**src/rtl/tmr_pkg.sv**
```systemverilog
// Shared types and constants for the countdown timer: FSM state encoding,
// field limits and the preset clamp helper.
package tmr_pkg;

    typedef enum logic [2:0] {
        IDLE    = 3'd0,
        ARMED   = 3'd1,
        RUN     = 3'd2,
        PAUSE   = 3'd3,
        EXPIRED = 3'd4
    } tmr_state_e;

    localparam int SEC_MAX     = 59;
    localparam int MIN_MAX     = 59;
    localparam int ALARM_TICKS = 10;

    function automatic logic [7:0] clamp8(input logic [7:0] v, input logic [7:0] mx);
        return (v > mx) ? mx : v;
    endfunction

endpackage

```
**src/rtl/dn_count_unit.sv**
```systemverilog
// One mod-(MAX+1) down counter field with load, clear and decrement enable;
// borrow_out flags a decrement taken while the field is already at zero.
module dn_count_unit #(
    parameter int MAX = 59
) (
    input  logic       CLK,
    input  logic       rst_n,
    input  logic       clr,
    input  logic       ld,
    input  logic [7:0] ld_val,
    input  logic       dec,
    output logic [7:0] cnt,
    output logic       borrow_out
);

    localparam logic [7:0] MAX8 = 8'(MAX);

    logic [7:0] cnt_q, cnt_d;

    always_comb begin
        cnt_d = cnt_q;
        if (clr)
            cnt_d = '0;
        else if (ld)
            cnt_d = ld_val;
        else if (dec)
            cnt_d = (cnt_q == 8'd0) ? MAX8 : cnt_q - 8'd1;
    end

    always_ff @(posedge CLK or negedge rst_n) begin
        if (!rst_n)
            cnt_q <= '0;
        else
            cnt_q <= cnt_d;
    end

    assign cnt        = cnt_q;
    assign borrow_out = dec && (cnt_q == 8'd0);

endmodule

```
**src/rtl/tmr_countdown.sv**
```systemverilog
// Countdown timer core: HH:MM:SS preset, 1 Hz decrement with cascading borrow,
// one-cycle done pulse and a tick-timed alarm window after expiry.
module tmr_countdown
    import tmr_pkg::*;
#(
    parameter int MAX_HR      = 23,
    parameter int ALARM_TICKS = tmr_pkg::ALARM_TICKS
) (
    input  logic       CLK,
    input  logic       rst_n,
    input  logic       tick_1hz,
    input  logic       load,
    input  logic [7:0] set_hr,
    input  logic [7:0] set_min,
    input  logic [7:0] set_sec,
    input  logic       start,
    input  logic       pause,
    input  logic       clear,
    output logic [7:0] hrs,
    output logic [7:0] mins,
    output logic [7:0] secs,
    output logic       running,
    output logic       done,
    output logic       alarm
);

    localparam logic [7:0] HR_MAX8    = 8'(MAX_HR);
    localparam logic [7:0] ALARM_LAST = 8'(ALARM_TICKS);

    tmr_state_e state_q, state_d;
    logic       done_q, done_d;
    logic       alarm_q, alarm_d;
    logic       running_q, running_d;
    logic [7:0] alarm_cnt_q, alarm_cnt_d;

    logic       cnt_clr, cnt_ld, sec_dec;
    logic       sec_borrow, min_borrow, hr_borrow;
    logic [7:0] ld_hr, ld_min, ld_sec;
    logic       at_one;

    assign ld_hr  = clamp8(set_hr, HR_MAX8);
    assign ld_min = clamp8(set_min, 8'(MIN_MAX));
    assign ld_sec = clamp8(set_sec, 8'(SEC_MAX));
    assign at_one = (hrs == 8'd0) && (mins == 8'd0) && (secs == 8'd1);

    always_comb begin
        state_d     = state_q;
        done_d      = 1'b0;
        alarm_d     = alarm_q;
        alarm_cnt_d = alarm_cnt_q;
        cnt_clr     = 1'b0;
        cnt_ld      = 1'b0;
        sec_dec     = 1'b0;
        if (clear) begin
            state_d     = IDLE;
            cnt_clr     = 1'b1;
            alarm_d     = 1'b0;
            alarm_cnt_d = '0;
        end else if (load && (state_q == IDLE || state_q == ARMED || state_q == EXPIRED)) begin
            cnt_ld      = 1'b1;
            state_d     = (ld_hr != 8'd0 || ld_min != 8'd0 || ld_sec != 8'd0) ? ARMED : IDLE;
            alarm_d     = 1'b0;
            alarm_cnt_d = '0;
        end else if (pause && state_q == RUN) begin
            state_d = PAUSE;
        end else if (start && (state_q == ARMED || state_q == PAUSE)) begin
            state_d = RUN;
        end else if (tick_1hz) begin
            if (state_q == RUN) begin
                sec_dec = 1'b1;
                if (at_one) begin
                    state_d     = EXPIRED;
                    done_d      = 1'b1;
                    alarm_d     = 1'b1;
                    alarm_cnt_d = '0;
                end
            end else if (state_q == EXPIRED) begin
                if (alarm_cnt_q + 8'd1 >= ALARM_LAST) begin
                    state_d     = IDLE;
                    alarm_d     = 1'b0;
                    alarm_cnt_d = '0;
                end else begin
                    alarm_cnt_d = alarm_cnt_q + 8'd1;
                end
            end
        end
        running_d = (state_d == RUN);
    end

    // An hours borrow would mean underflow past 00:00:00; park in IDLE if it ever shows.
    always_ff @(posedge CLK or negedge rst_n) begin
        if (!rst_n) begin
            state_q     <= IDLE;
            done_q      <= 1'b0;
            alarm_q     <= 1'b0;
            running_q   <= 1'b0;
            alarm_cnt_q <= '0;
        end else begin
            state_q     <= hr_borrow ? IDLE : state_d;
            done_q      <= done_d;
            alarm_q     <= alarm_d;
            running_q   <= running_d && !hr_borrow;
            alarm_cnt_q <= alarm_cnt_d;
        end
    end

    dn_count_unit #(.MAX(SEC_MAX)) u_sec (
        .CLK(CLK), .rst_n(rst_n), .clr(cnt_clr), .ld(cnt_ld), .ld_val(ld_sec),
        .dec(sec_dec), .cnt(secs), .borrow_out(sec_borrow)
    );

    dn_count_unit #(.MAX(MIN_MAX)) u_min (
        .CLK(CLK), .rst_n(rst_n), .clr(cnt_clr), .ld(cnt_ld), .ld_val(ld_min),
        .dec(sec_borrow), .cnt(mins), .borrow_out(min_borrow)
    );

    dn_count_unit #(.MAX(MAX_HR)) u_hr (
        .CLK(CLK), .rst_n(rst_n), .clr(cnt_clr), .ld(cnt_ld), .ld_val(ld_hr),
        .dec(min_borrow), .cnt(hrs), .borrow_out(hr_borrow)
    );

    assign running = running_q;
    assign done    = done_q;
    assign alarm   = alarm_q;

endmodule

```
**config.mk**
```make
export PLATFORM = sky130hd
export DESIGN_NAME = tmr_countdown
export DESIGN_NICKNAME = d
export VERILOG_FILES = /design/src/rtl/tmr_pkg.sv /design/src/rtl/dn_count_unit.sv /design/src/rtl/tmr_countdown.sv
export SDC_FILE = /design/constraint.sdc
export NUM_CORES = 1
export LEC_CHECK = 0
export ABC_AREA = 1
export BUFFER_PORTS_ARGS = -buffer_cell sky130_fd_sc_hd__buf_4
export CAP_MARGIN = 30
export CORE_MARGIN = 10
export CORE_UTILIZATION = 45
export DETAILED_ROUTE_END_ITERATION = 8
export PLACE_DENSITY_LB_ADDON = 0.3
export SYNTH_ARGS = -nofsm -noshare
export SYNTH_HDL_FRONTEND = slang
export SYNTH_SLANG_ARGS = --single-unit
```
**constraint.sdc**
```tcl
create_clock -name CLK -period 3.3 [get_ports CLK]
set_input_delay 0.165 -clock CLK [delete_from_list [all_inputs] [get_ports CLK]]
set_output_delay 0.165 -clock CLK [all_outputs]
set_load 0.02 [all_outputs]
```
Word level (Yosys, flattened, before mapping). Index checks and enable logic that the tools add are counted.

Flip-flop bits (word level): 38. Latch bits: 0. Memory bits (writable): 0. Memory bits (read-only): 0. Input bits: 31. Output and inout port bits: 27. Logic and storage cells: 115. Memories kept: 0.

Add/sub/neg operators: 4. $mul: 0. Div/mod/pow operators: 0. Magnitude comparators: 4. Equality and inequality tests: 9. Shifts and indexed selects: 0. Mux-type cells: 60. Bitwise gates (word level): 0. Reductions and logical operators: 30.

Operators by type and width (number): 8-bit 2-to-1 mux (24); 3-bit 2-to-1 mux (10); 1-bit 2-to-1 mux (26); 8-bit logical NOT (3); 8-bit nonzero test (3); 8-bit by 1-bit subtractor with 8-bit output (second input constant) (3); 8-bit by 6-bit > comparator with 1-bit output (second input constant) (2); 3-bit nonzero test (4); 3-bit by 2-bit == test with 1-bit output (second input constant) (3); 1-bit logical AND (9); 8-bit by 1-bit adder with 8-bit output (second input constant) (1); 8-bit by 1-bit == test with 1-bit output (second input constant) (1); 8-bit by 4-bit >= comparator with 1-bit output (second input constant) (1); 8-bit by 5-bit > comparator with 1-bit output (second input constant) (1); 4-bit nonzero test (2); 3-bit inequality test (second input constant) (2); 6-bit AND reduction (1); 1-bit logical OR (5); 5-bit AND reduction (1); 4-bit inequality test (second input constant) (1); 3-bit by 1-bit == test with 1-bit output (second input constant) (1); 3-bit == test (second input constant) (1); 3-bit logical NOT (1); 1-bit logical NOT (1).

Depth between registers and ports, before layout.
Depth in word-level cells: 12. Gate-level depth with buffers: 13. Mapped depth without buffers: 13.

Cells and area by module. From an unflattened synthesis, not the netlist that was laid out.

Cells, all modules: 474. Area total of the unflattened synthesis: 2996.6 µm².

Modules (own cells, without submodules): tmr_countdown (times used 1, cells each 203, area each 1247.4 µm², seq. area each 350.3 µm²); dn_count_unit at u_min ... (times used 2, cells each 89, area each 574.3 µm², seq. area each 200.2 µm²); dn_count_unit at u_hr (times used 1, cells each 93, area each 600.6 µm², seq. area each 200.2 µm²).

Least setup slack after synthesis. No wires, ideal clock.

Path type: reg-to-reg. From: register u_sec.cnt_q[0], in the netlist u_sec.cnt[0]. To: register u_hr.cnt_q[5], in the netlist u_hr.cnt[5]. Setup time: 127 ps. Arrival time: 1508 ps. Required time: 3173 ps. Slack: 1664 ps. Stages on the path, launching flop included: 10. Path buffers: 0. Clock period less this slack: 1636 ps. Cells stage by stage: dfrtp_1 -> inv_1 -> ha_1 -> nand4_2 -> nor3_2 -> inv_2 -> nand2_4 -> inv_2 -> nand2_1 -> o21ai_0.

Cells in the longest elaborated chain, start to end: 4.

Ends and longest elaborated chain: start: declaration (RTL line dn_count_unit.sv:18) `logic [7:0] cnt_q, cnt_d;`; start signal: assignment (RTL line dn_count_unit.sv:34) `cnt_q <= cnt_d;`; 8-bit logical NOT (RTL line dn_count_unit.sv:38) `assign borrow_out = dec && (cnt_q == 8'd0);`; 1-bit logical AND (2 in a row) (RTL line dn_count_unit.sv:38); 3-bit nonzero test (no source line); end signal: assignment (RTL line dn_count_unit.sv:34); end: declaration (RTL line dn_count_unit.sv:18).

No other way between the ends. A chain may end at the register's enable or synchronous reset.

Worst setup path in the final report.
From: register state_q[2]. To: register running_q, in the netlist running.

Cells in the longest elaborated chain, start to end: 12. Elaborated cells between the ends (all ways): 32. Those cells by class: 5 x eq/ne; 15 x mux; 12 x reduce/logical.

Ends and longest elaborated chain: start: declaration (RTL line tmr_countdown.sv:30) `tmr_state_e state_q, state_d;`; start signal: assignment (RTL line tmr_countdown.sv:99) `state_q <= hr_borrow ? IDLE : state_d;`; parallel branches: the longest is 11 deep, another holds 3-bit == test; 1-bit logical AND (*) (RTL line tmr_countdown.sv:102) `running_q <= running_d && !hr_borrow;`; end signal: assignment (RTL line tmr_countdown.sv:102); end: declaration (RTL line tmr_countdown.sv:33) `logic running_q, running_d;`.

Every way passes the cells marked *.

==> summary by stage <==
STA
Clock skew on the completed layout was measured at 0.00946 ns. The maximum achievable frequency is 515 MHz. In this run the tightest slew margin relative to its limit is about 62%. The number of hold violations in the final report is 0. Setup violations remaining at the end of the flow were counted as 0. Setup repair after global routing left no endpoint under its margin. The part of the cycle the worst path needs is 58.9%.

The time the final worst path needs with I/O delays and setup is 1.94 ns. The slew at the pin closest to its max-slew limit is between 0.5 and 0.6 ns. The final number of max-transition violations is 0. The final sum of negative setup slack is 0 ns.

Detailed routing
The detail route stage leaves a number of antenna-violating nets equal to 0. The first-pass iteration count of the detailed router is 4. After detailed routing, the total wire length is roughly 7000 um. The detailed-route DRC error count is 0. Using the TritonRoute via totals, the vias-per-cell ratio works out to 5.14. After detailed routing, the average wire length per cell comes to 13.8 um.

For this block, the initial DRC count from the detailed router was 138. The detailed router placed 2,587 vias in this run.

Power and ir drop
Power spread over the standard cell area amounts to 817 nW/um^2. After layout, the design draws a total of between 2 and 3 mW. The highest ir drop seen on vdd is 414 uV. The leakage power is between 1.5 and 2 nW.

Placed design
At the end of routability-driven placement, the weighted congestion stood at 0.886. Once detailed placement completed, the half-perimeter wirelength came to 5470 um. The cell area reported after detailed placement is 3160 sq um. The count of port buffers added during placement is 57.

Synth
The area share of the leading cell type in the synthesized netlist is 35.5%. The number of nets in the synthesized netlist is 406. The library cell occupying the most area in the post-synthesis netlist is dfrtp_1. By area the synthesized netlist is led by dfrtp_1 36%, nand2_1 11%, inv_1 6.3%. The post-synthesis sequential element count is 38.

After synthesis, the netlist uses 36 different library cells. The cell area after synthesis is 2680 sq um. The mean cell area of the mapped netlist is 7.31 sq um. Synthesis produced a netlist whose cell count is roughly 370. Yosys printed 0 warnings.

The sequential element share of the synthesized area is 35.5%.

Critical path
For flop-to-flop paths, the worst setup slack is 1.36 ns. The type of element launching the critical path is a register. The arrival time at the worst endpoint is 2.16 ns. The kind of critical path is register to register. The critical path contains buffers and inverters numbering 2 combined. The worst register-to-register path begins at state_q[2]$_DFF_PN0_. The critical path starts at state_q[2]$_DFF_PN0_.

The logic depth of the worst setup path including buffers is 10. STA classifies the critical path endpoint as a register. Walking the worst path, the cells encountered are nand2_1 -> nand3_2 -> inv_2 -> nor2_4 -> nand2_1 -> nand2_4 -> inv_4 -> nand3_2 -> nand3_1 -> a21oi_2. For this run, the slowest stage of the critical path takes 0.43 ns. The critical-path maximum fanout is 12. The worst register-to-register path ends at running$_DFF_PN0_.

The slowest stage cell on the critical path is dfrtp_1. At the worst endpoint, the required time is 3.52 ns. The cell family contributing the most delay on the critical path is simple AND/OR/NAND/NOR gates. For the worst flop-to-flop path, the logic depth is 10. The end point of the critical path is running$_DFF_PN0_.

Cells and area
Counting the fill cells in the layout gives 590. The fraction of layout cells with a size suffix above 1 is 22.7%. The top cell types in the final layout, fill and taps aside, are 81 x nand2_1, 57 x buf_4, 45 x inv_1, 45 x nor2_1, 38 x dfrtp_1. The library cell used most frequently in the layout, excluding fill and tap cells, is nand2_1.

At the end of the flow, the number of nets in the layout was 467. The number of diodes is 0. The final core area utilization is 55.8%. Summing all non-filler instances in the final layout gives an area of 3260 sq um. The post-synthesis to final-layout area growth is 22.0%.

Die
Measured along the y axis, the die boundary spans 97.1 um. The area of the core is just under 6000 sq um. For this configuration, the core starts out at a cell density of between 40% and 50%.

The number of I/O pins is between 50 and 60. In this run the horizontal extent of the chip is 97.1 um. The die outline area is 9430 sq um. The floorplan row count is 28.

Clock tree
The number of buffers added to fix hold violations after cts is 1. The clock passes through at most 2 buffers. The total clock buffers created by CTS is 5. Buffers added to address setup during post-CTS repair amount to 0. The later pin in the worst-skew pair is clocked with a latency of ~0.30 ns. The CTS clock-pin slew for the worst setup and hold paths is about 0.08 ns. The H-tree was split into 2 levels. The post-cts sizing count is 0. The number of clock sinks seen by CTS is 38.

The CTS root buffer is clkbuf_8. TritonCTS built the clock tree.

Global route
The first-pass GRT wire length is between 10,000 and 15,000 um. The number of global-route vias before repair is 2,430. Summed over all layers, the global routing overflow is 0. Entering global routing, the biggest net connects 39 pins.

The overall fraction of global-route tracks in use is roughly 14%. The number of antenna violations at the first check in global routing is 0.

Min path
The worst hold path class is input port to register.

Outcome
The run finished with clean final reports.

Flow run
The number of violations of the max-capacitance limit is 0.
-- worst min path at each step --
| stage | cells after the start | end | start |
|---|---|---|---|
| after floorplan | 0 | alarm$_DFFE_PN0P_ | rst_n |
| after global placement | 1 | u_hr.cnt[4]$_DFFE_PN0P_ | rst_n |
| after detailed placement | 1 | u_hr.cnt[5]$_DFFE_PN0P_ | rst_n |
| after CTS | 3 | done$_DFF_PN0_ | tick_1hz |
| after global routing | 3 | done$_DFF_PN0_ | tick_1hz |
| final | 3 | done$_DFF_PN0_ | tick_1hz |
-- logic make-up (layout without fill, tap and decap cells) --
group,after synthesis,after routing,synth area share [%]
fa+ha+maj,9,9,4.21
buf+inv,60,122,9.35
compound gates,61,61,13.9
xor+xnor,15,15,4.91
flops,38,38,35.5
simple gates,183,183,32.1
-- per-layer routing --
metal	up-vias	wire (um)	GRT usage [%]
li1	1333	-	-
met1	1188	3260	18.5
met2	58	3170	22.6
met3	8	435	4.05
met4	0	88	4.43
met5	-	0	0
-- cell type report --
type	count	area, sq um	area share, %
clock inverters	1	5.00	0.153
multi-input cells	268	1470	45.2
well taps	75	93.8	2.88
flip-flops and latches	38	951	29.1
clock buffers	7	86.3	2.65
inverters	56	215	6.60
repair buffers	58	438	13.4
-- metrics by stage --
| step | hold slack (ns) | setup slack [ns] | std cells |
|---|---|---|---|
| final | 0.174 | 1.36 | 503 |
| after global routing | 0.190 | 1.17 | 503 |
| after CTS | 0.174 | 1.36 | 503 |
| after detailed placement | 0.179 | 1.38 | 494 |
| after global placement | 0.177 | 1.48 | 494 |
| after floorplan | -0.131 | 1.66 | 366 |
-- synthesized netlist by cell type (all sizes together) --
cell type and count:
nor2 52, xnor2 3, nand3 27, a21oi 10, or2 2, ha 9
buf 4, nor3 8, o311ai 3, nand4 8, o31ai 1, o32ai 2
xor2 12, and2 1, dfrtp 38, o21ai 26, a211oi 1, o22ai 18
inv 56, nand2 85
-- worst register-to-register path: stages, from the launching register on --
cell	delay, ns
dfrtp_1	0.43
nand2_1	0.09
nand3_2	0.10
inv_2	0.06
nor2_4	0.30
nand2_1	0.35
nand2_4	0.20
inv_4	0.07
nand3_2	0.07
nand3_1	0.09
a21oi_2	0.11
-- where the power goes --
group | switching (mW) | internal [mW]
Clock | 0.173 | 0.169
Sequential | 0.161 | 0.610
Combinational | 0.945 | 0.611
Total | 1.28 | 1.39
-- sequential cells by signal, indices dropped and copies added (netlist names) --
| signal | flops |
|---|---|
| u_sec.cnt | 8 |
| state_q | 3 |
| alarm | 1 |
| done | 1 |
| u_min.cnt | 8 |
| u_hr.cnt | 8 |
| alarm_cnt_q | 8 |
| running | 1 |
Power figures use the tool's default switching activity.
